### src/rtl/seg7_encoder.sv
// ---------------------------------------------------------------------------
// seg7_encoder
//
// Purpose:
//   Decodes a stream of active-low seven-segment patterns back into hex
//   nibbles and assembles DIGITS of them into one output word. The first
//   digit accepted ends up in the most significant nibble. Once the word is
//   complete it is held, with value_valid raised, until the consumer releases
//   it with value_ack. Patterns that are not one of the 16 hex glyphs are
//   rejected with a one-cycle err pulse and leave the word untouched.
//
// Parameters:
//   DIGITS       number of digits per output word (1..8)
//
// Ports:
//   clock        single clock, rising-edge active
//   resetn       synchronous active-low reset
//   seg_in       active-low segment pattern, bit0=a .. bit6=g
//   seg_valid    seg_in carries a pattern this cycle
//   seg_ready    block accepts a pattern this cycle (high while collecting)
//   value        assembled hex word, 4*DIGITS bits
//   value_valid  value is complete and stable
//   value_ack    consumer release of value
//   err          one-cycle pulse after a rejected pattern
//   digit_count  digits accepted into the current word
// ---------------------------------------------------------------------------
module seg7_encoder #(
  parameter int unsigned DIGITS = 4
) (
  input  logic                  clock,
  input  logic                  resetn,
  input  logic [6:0]            seg_in,
  input  logic                  seg_valid,
  output logic                  seg_ready,
  output logic [4*DIGITS-1:0]   value,
  output logic                  value_valid,
  input  logic                  value_ack,
  output logic                  err,
  output logic [3:0]            digit_count
);

  localparam logic [3:0] LastCount = 4'(DIGITS);

  typedef enum logic [0:0] {
    StCollect,
    StHold
  } state_e;

  state_e                r_state;
  state_e                w_state_d;
  logic [4*DIGITS-1:0]   r_value;
  logic [4*DIGITS-1:0]   w_value_d;
  logic [4*DIGITS-1:0]   w_value_shift;
  logic [3:0]            r_count;
  logic [3:0]            w_count_d;
  logic [3:0]            w_count_inc;
  logic                  r_err;
  logic                  w_err_d;
  logic [3:0]            w_nibble;
  logic                  w_code_ok;
  logic                  w_accept;

  // Glyph decoder: exact match only, anything else is rejected.
  always_comb begin
    w_nibble  = 4'h0;
    w_code_ok = 1'b1;
    unique case (seg_in)
      7'h40:   w_nibble = 4'h0;
      7'h79:   w_nibble = 4'h1;
      7'h24:   w_nibble = 4'h2;
      7'h30:   w_nibble = 4'h3;
      7'h19:   w_nibble = 4'h4;
      7'h12:   w_nibble = 4'h5;
      7'h02:   w_nibble = 4'h6;
      7'h78:   w_nibble = 4'h7;
      7'h00:   w_nibble = 4'h8;
      7'h18:   w_nibble = 4'h9;
      7'h08:   w_nibble = 4'hA;
      7'h03:   w_nibble = 4'hB;
      7'h46:   w_nibble = 4'hC;
      7'h21:   w_nibble = 4'hD;
      7'h06:   w_nibble = 4'hE;
      7'h0E:   w_nibble = 4'hF;
      default: w_code_ok = 1'b0;
    endcase
  end

  // A single-digit word has nothing to shift; the nibble replaces it.
  if (DIGITS == 1) begin : g_shift_single
    assign w_value_shift = w_nibble;
  end else begin : g_shift_multi
    assign w_value_shift = {r_value[4*DIGITS-5:0], w_nibble};
  end

  assign w_count_inc = r_count + 4'd1;
  assign seg_ready   = (r_state == StCollect);
  assign w_accept    = seg_valid && seg_ready;

  always_comb begin
    w_state_d = r_state;
    w_value_d = r_value;
    w_count_d = r_count;
    w_err_d   = 1'b0;
    unique case (r_state)
      StCollect: begin
        if (w_accept) begin
          if (w_code_ok) begin
            w_value_d = w_value_shift;
            w_count_d = w_count_inc;
            if (w_count_inc == LastCount) begin
              w_state_d = StHold;
            end
          end else begin
            w_err_d = 1'b1;
          end
        end
      end
      StHold: begin
        if (value_ack) begin
          w_state_d = StCollect;
          w_value_d = '0;
          w_count_d = 4'd0;
        end
      end
      default: begin
        w_state_d = StCollect;
      end
    endcase
  end

  always_ff @(posedge clock) begin
    if (!resetn) begin
      r_state <= StCollect;
      r_value <= '0;
      r_count <= 4'd0;
      r_err   <= 1'b0;
    end else begin
      r_state <= w_state_d;
      r_value <= w_value_d;
      r_count <= w_count_d;
      r_err   <= w_err_d;
    end
  end

  assign value       = r_value;
  assign digit_count = r_count;
  assign err         = r_err;
  // The word is complete exactly while holding.
  assign value_valid = (r_state == StHold);

endmodule
### config.mk
export PLATFORM = sky130hd
export DESIGN_NAME = seg7_encoder
export DESIGN_NICKNAME = d
export VERILOG_FILES = /design/src/rtl/seg7_encoder.sv
export SDC_FILE = /design/constraint.sdc
export NUM_CORES = 1
export LEC_CHECK = 0
export BUFFER_PORTS_ARGS = -buffer_cell sky130_fd_sc_hd__buf_2
export CAP_MARGIN = 20
export CELL_PAD_IN_SITES_DETAIL_PLACEMENT = 1
export CELL_PAD_IN_SITES_GLOBAL_PLACEMENT = 2
export CORE_UTILIZATION = 33
export CTS_CLUSTER_SIZE = 10
export DETAILED_ROUTE_END_ITERATION = 10
export PLACE_DENSITY_LB_ADDON = 0.1
export RECOVER_POWER = 100
export SETUP_SLACK_MARGIN = 0.1
export SLEW_MARGIN = 20
export SYNTH_ARGS = -nofsm -noshare
export SYNTH_HDL_FRONTEND = slang
export SYNTH_SLANG_ARGS = --single-unit
### constraint.sdc
create_clock -name clock -period 5.34 [get_ports clock]
set_input_delay 0.801 -clock clock [delete_from_list [all_inputs] [get_ports clock]]
set_output_delay 0.801 -clock clock [all_outputs]
set_load 0.01 [all_outputs]
# Word level (Yosys, flattened, before mapping)
# Cells that the tools add are included.
# totals
word_cells	48
regBits	22
out_inout_bits	23
# op_classes
bitwise	3
mux	16
n_eq_ne	19
n_reduce_logical	5
n_addsub	1
# op_table
op	count
case mux 4 bit (15 select lines)	1
two-way mux 16 bit	3
case mux 16 bit (2 select lines)	1
equality test 7 bit (second input constant)	4
equality test 7 x 5 -> 1 bit (second input constant)	3
equality test 7 x 6 -> 1 bit (second input constant)	3
OR reduction 16 bit	1
equality test 7 x 2 -> 1 bit (second input constant)	2
equality test 7 x 4 -> 1 bit (second input constant)	2
two-way mux 4 bit	3
case mux 4 bit (2 select lines)	1
equality test 7 x 3 -> 1 bit (second input constant)	1
zero test 7 bit	1
two-way mux 1 bit	6
adder 4 x 1 -> 4 bit (second input constant)	1
equality test 4 x 3 -> 1 bit (second input constant)	1
!= test 2 x 1 -> 1 bit (second input constant)	2
NOT 1 bit	3
AND reduction 3 bit	1
OR reduction 3 bit	1
!= test 2 bit (second input constant)	1
case mux 1 bit (2 select lines)	1
logical AND 1 bit	1

# Depth between registers and ports, before layout
# depth
depth_word	6
ltp_mapped	8

# Least setup slack after synthesis
# No wires, ideal clock.
# synth_timing
kind	input to register
from	in seg_in[6]
to	reg r_value[0], in the netlist value[0]
slack_ns	2.892
setup_time_ns	0.072
required_time_ns	5.268
arrival_ns	2.377
stages	7
cell_sequence	or4b_1 > o32ai_2 > a211oi_2 > a311oi_2 > buf_6 > buf_12 > mux2i_1
# synth_via
elab_chain_len	5
elab_cells_between_ends	24
cone_classes	16 x eq/ne; 5 x mux; 3 x reduce/logical
# synth_lines
element	line	rtl
start, declared	32	input logic [6:0] seg_in,
equality test 7 x 4 -> 1 bit, or another cell as far along	67	unique case (seg_in)
case mux 4 bit (15 select lines) / OR reduction 16 bit (equally long branches)	n/a	
two-way mux 16 bit / two-way mux 1 bit (equally long branches)	107, 67	
two-way mux 16 bit / != test 2 x 1 -> 1 bit (equally long branches)	n/a	
case mux 16 bit (2 select lines) / AND reduction 3 bit (equally long branches)	n/a	
end signal, assigned	139	r_value <= w_value_d;
end, declared	51	logic [4*DIGITS-1:0] r_value;
# Several ways; a longest one is shown, not always the timed one. The select of a mux whose other input is x is not followed.
# A chain may end at the register's enable or synchronous reset.

# Worst setup path after layout
# layout_timing
from	in seg_in[3]
to	reg r_value[5], in the netlist value[5]
# layout_via
elab_chain_len	5
elab_cells_between_ends	20
cone_classes	16 x eq/ne; 1 x mux; 3 x reduce/logical
# layout_lines
element	line
equality test 7 x 4 -> 1 bit, or another cell as far along	67
OR reduction 16 bit (no line) (*)	n/a
two-way mux 1 bit (*)	67
!= test 2 x 1 -> 1 bit (no line) (*)	n/a
AND reduction 3 bit (no line) (*)	n/a
# Every way passes the cells marked *; elsewhere a longest branch is shown, timed or not.

==> impl_metrics.ini <==
[status]
status = complete, but fails checks
violations = max-capacitance violations, max-slew violations

[timing]
tightest_slew_ns = 1.88
fin_tns_setup_ns = 0
finalSetupViolations = 0
hold_violations = 0
max-slew-margin-rel = -0.259
fmax_ghz = 0.265
skew_ns = 0.00515
worst_hold_slack_ns = 0.472
drv_slew = 10
fin_crit_sh = 0.707
rsz0062_at_grt = no
period_needed_ns = 3.78

[route]
ant_nets = 0
drt_iter0_drc = 55
wirelength_um = 3500
drtPass1Iterations = 4
routed-via-count = 1252
vias_per_cell = 5.37
drc = 0
wire_per_inst_um = 15.0

[clock_network]
cts_tree = yes
post_cts_buffers = 0
tritoncts.num_buffers = 3
ctsResizeCount = 0
clock_latency_ns = 0.25
htreeDepth = 1
clock_path_buffers = 2
cts.sinks = 22
postCtsHoldBufs = 0
cts-root-buf = clkbuf_8
clkTransAtPathRegs_ns = 0.08

[finish]
nets = 196
layoutNonFillerInstCount = 233
final_area_um2 = 1520
area_delta_synth_final_pct = 10.9
drive_gt1_frac = 0.0984
fillers = 501
multiInputGateArea_um2 = 802
diodes = 0
regArea_um2 = 440

[synthesis]
syn_nets = 172
yosys.cell_types.count = 41
ys_seq_area_frac = 0.321
yosys.area_share.adder = 0.00912
synth-xor-area-share = 0.0192
synth-compound-area-share = 0.141
synth_seq_cells = 22
syn_area_um2 = 1370
synthSimpleGateAreaFrac = 0.297
yosysTopAreaCell = dfxtp_1
synth_edf_count = 0
synthFlopType = dfxtp_1
yosysMostFrequentCell = nand3_1
ys_top_cells_by_area = dfxtp_1 (32%), mux2i_1 (13%), nand3_1 (8.4%), nand2_1 (4.4%), nand3b_1 (3.3%)
synth_top_area_share = 0.321
synth_top_family_by_area = simple AND/OR/NAND/NOR gates
async_flop_share = 0
synth_area_per_cell_um2 = 8.57
synth.area.mux_share = 0.131
syn_inst = 160
netlist_top_cells_count = nand3_1 (23), dfxtp_1 (22), mux2i_1 (18), nand2_1 (16), nor2_1 (7)
yosys_warnings = 0

[grt]
grt_max_degree = 43
track_usage = 0.163
antenna_found_initial = 0
grt_pass1_vias = 1139
grt-ovfl-total = 0
grt_pass1_wl_um = 5580

[setup_path]
max_stage_delay_ns = 1.51
worstSetupEndpoint = value[5]$_SDFFE_PN0P_
critical_path_required_ns = 5.52
crit_path_end_kind = flip-flop
startpoint = seg_in[3]
worstSetupPathType = in2reg
critical_path.max_fanout = 11
critPathLaunchType = input port
reg2reg_from = value_valid$_SDFF_PN0_
arrival_ns = 3.96
r2r.worst_path.cells = 3
crit_chain = clkbuf_1 -> nor2b_1 -> nand3b_1 -> a31o_1 -> a311oi_1 -> buf_6 -> mux2i_1
cp_slowest_cell = a311oi_1
r2r_slack_ns = 3.01
rr_endpoint = value[5]$_SDFFE_PN0P_

[floorplan]
dieArea_um2 = 4420
core_um2 = 4000
start_util = 0.343
chipWidth_um = 66.5
pin_count = 34
rows = 23
fp.dieH_um = 66.5

[min_path]
min_from = value[12]$_SDFFE_PN0P_
worstHoldPathType = reg2reg
hold_depth = 2

[placed_design]
place.gp.congestion = 0.851
hpwl_um = 2530
dp.cells = 229
dpl_cell_area_um2 = 1530
io_buffers = 33

[power_and_ir_drop]
vdd_drop_max_uv = 104
p_leak_nw = 0.492
power_density_nw_per_um2 = 215

[job]
maxCapViolCount = 1
## per-layer routing
metal  GRT usage  share of wire
met1       0.218           0.49
met2       0.274           0.48
met3      0.0257          0.032
met4      0.0319         0.0049
met5           0              0
## area by class of cell
type                       instances  share of cell area
timing repair buffer              34              0.0962
multi-input combinational        119               0.527
inverter                           4             0.00987
clock buffer                       4              0.0362
sequential                        22               0.289
tap                               50              0.0411
## worst min-delay path by stage
| stage | end | slack [ns] |
|---|---|---|
| after detailed placement | value[12]$_SDFFE_PN0P_ | 0.47 |
| after global routing | value[14]$_SDFFE_PN0P_ | 0.49 |
| after global placement | value[15]$_SDFFE_PN0P_ | 0.45 |
| after floorplan | value[12]$_SDFFE_PN0P_ | 0.49 |
| final | value[12]$_SDFFE_PN0P_ | 0.47 |
| after CTS | value[12]$_SDFFE_PN0P_ | 0.48 |
## critical path: cells and delay by family
family / cells / cell delay (ns)
buffers and inverters: 2 / 0.64
multiplexers: 1 / 0.21
AND/OR/NAND/NOR: 2 / 0.50
AO/OA/AOI/OAI: 2 / 1.80
## flip-flops by register name (all words and copies together), names as in the netlist
signal / cells
err: 1
digit_count: 4
value_valid: 1
value: 16
## power breakdown
part / total, W / switching [W] / internal [W]
sequential: 0.000166 / 0.00000111 / 0.000165
combinational: 0.0000434 / 0.0000279 / 0.0000155
clock: 0.000117 / 0.0000513 / 0.0000655
## placed cells by master (no fill, tap or decap), types with 2 or more instances in the layout
master and count:
nand4_1 2, or3b_1 3, buf_2 9, nor3_1 3, clkbuf_8 4, nand3_1 23, clkbuf_1 24, nor2b_1 2
a21oi_1 3, xor2_1 3, or4b_1 2, inv_1 4, mux2i_1 18, a31oi_1 3, o22ai_1 2, nand2_1 16
nor2_1 7, nand2b_1 4, nor3b_1 2, nand3b_1 6, dfxtp_1 22
## per-stage QoR
step / total power [W] / utilization / setup slack (ns)
after floorplan: 0.000205 / - / 2.89
after global placement: 0.000213 / 0.379 / 2.10
after detailed placement: 0.000215 / 0.382 / 2.24
after CTS: 0.000334 / 0.395 / 2.51
after global routing: 0.000346 / 0.380 / 1.30
final: 0.000327 / 0.380 / 1.56
## cells by family after synthesis
group / Yosys count
AO/OA/AOI/OAI: 23
buffers and inverters: 19
adder cells (fa/ha/maj): 1
multiplexers: 18
AND/OR/NAND/NOR: 74
XOR/XNOR: 3
flip-flops: 22
Power figures use the tool's default switching activity.
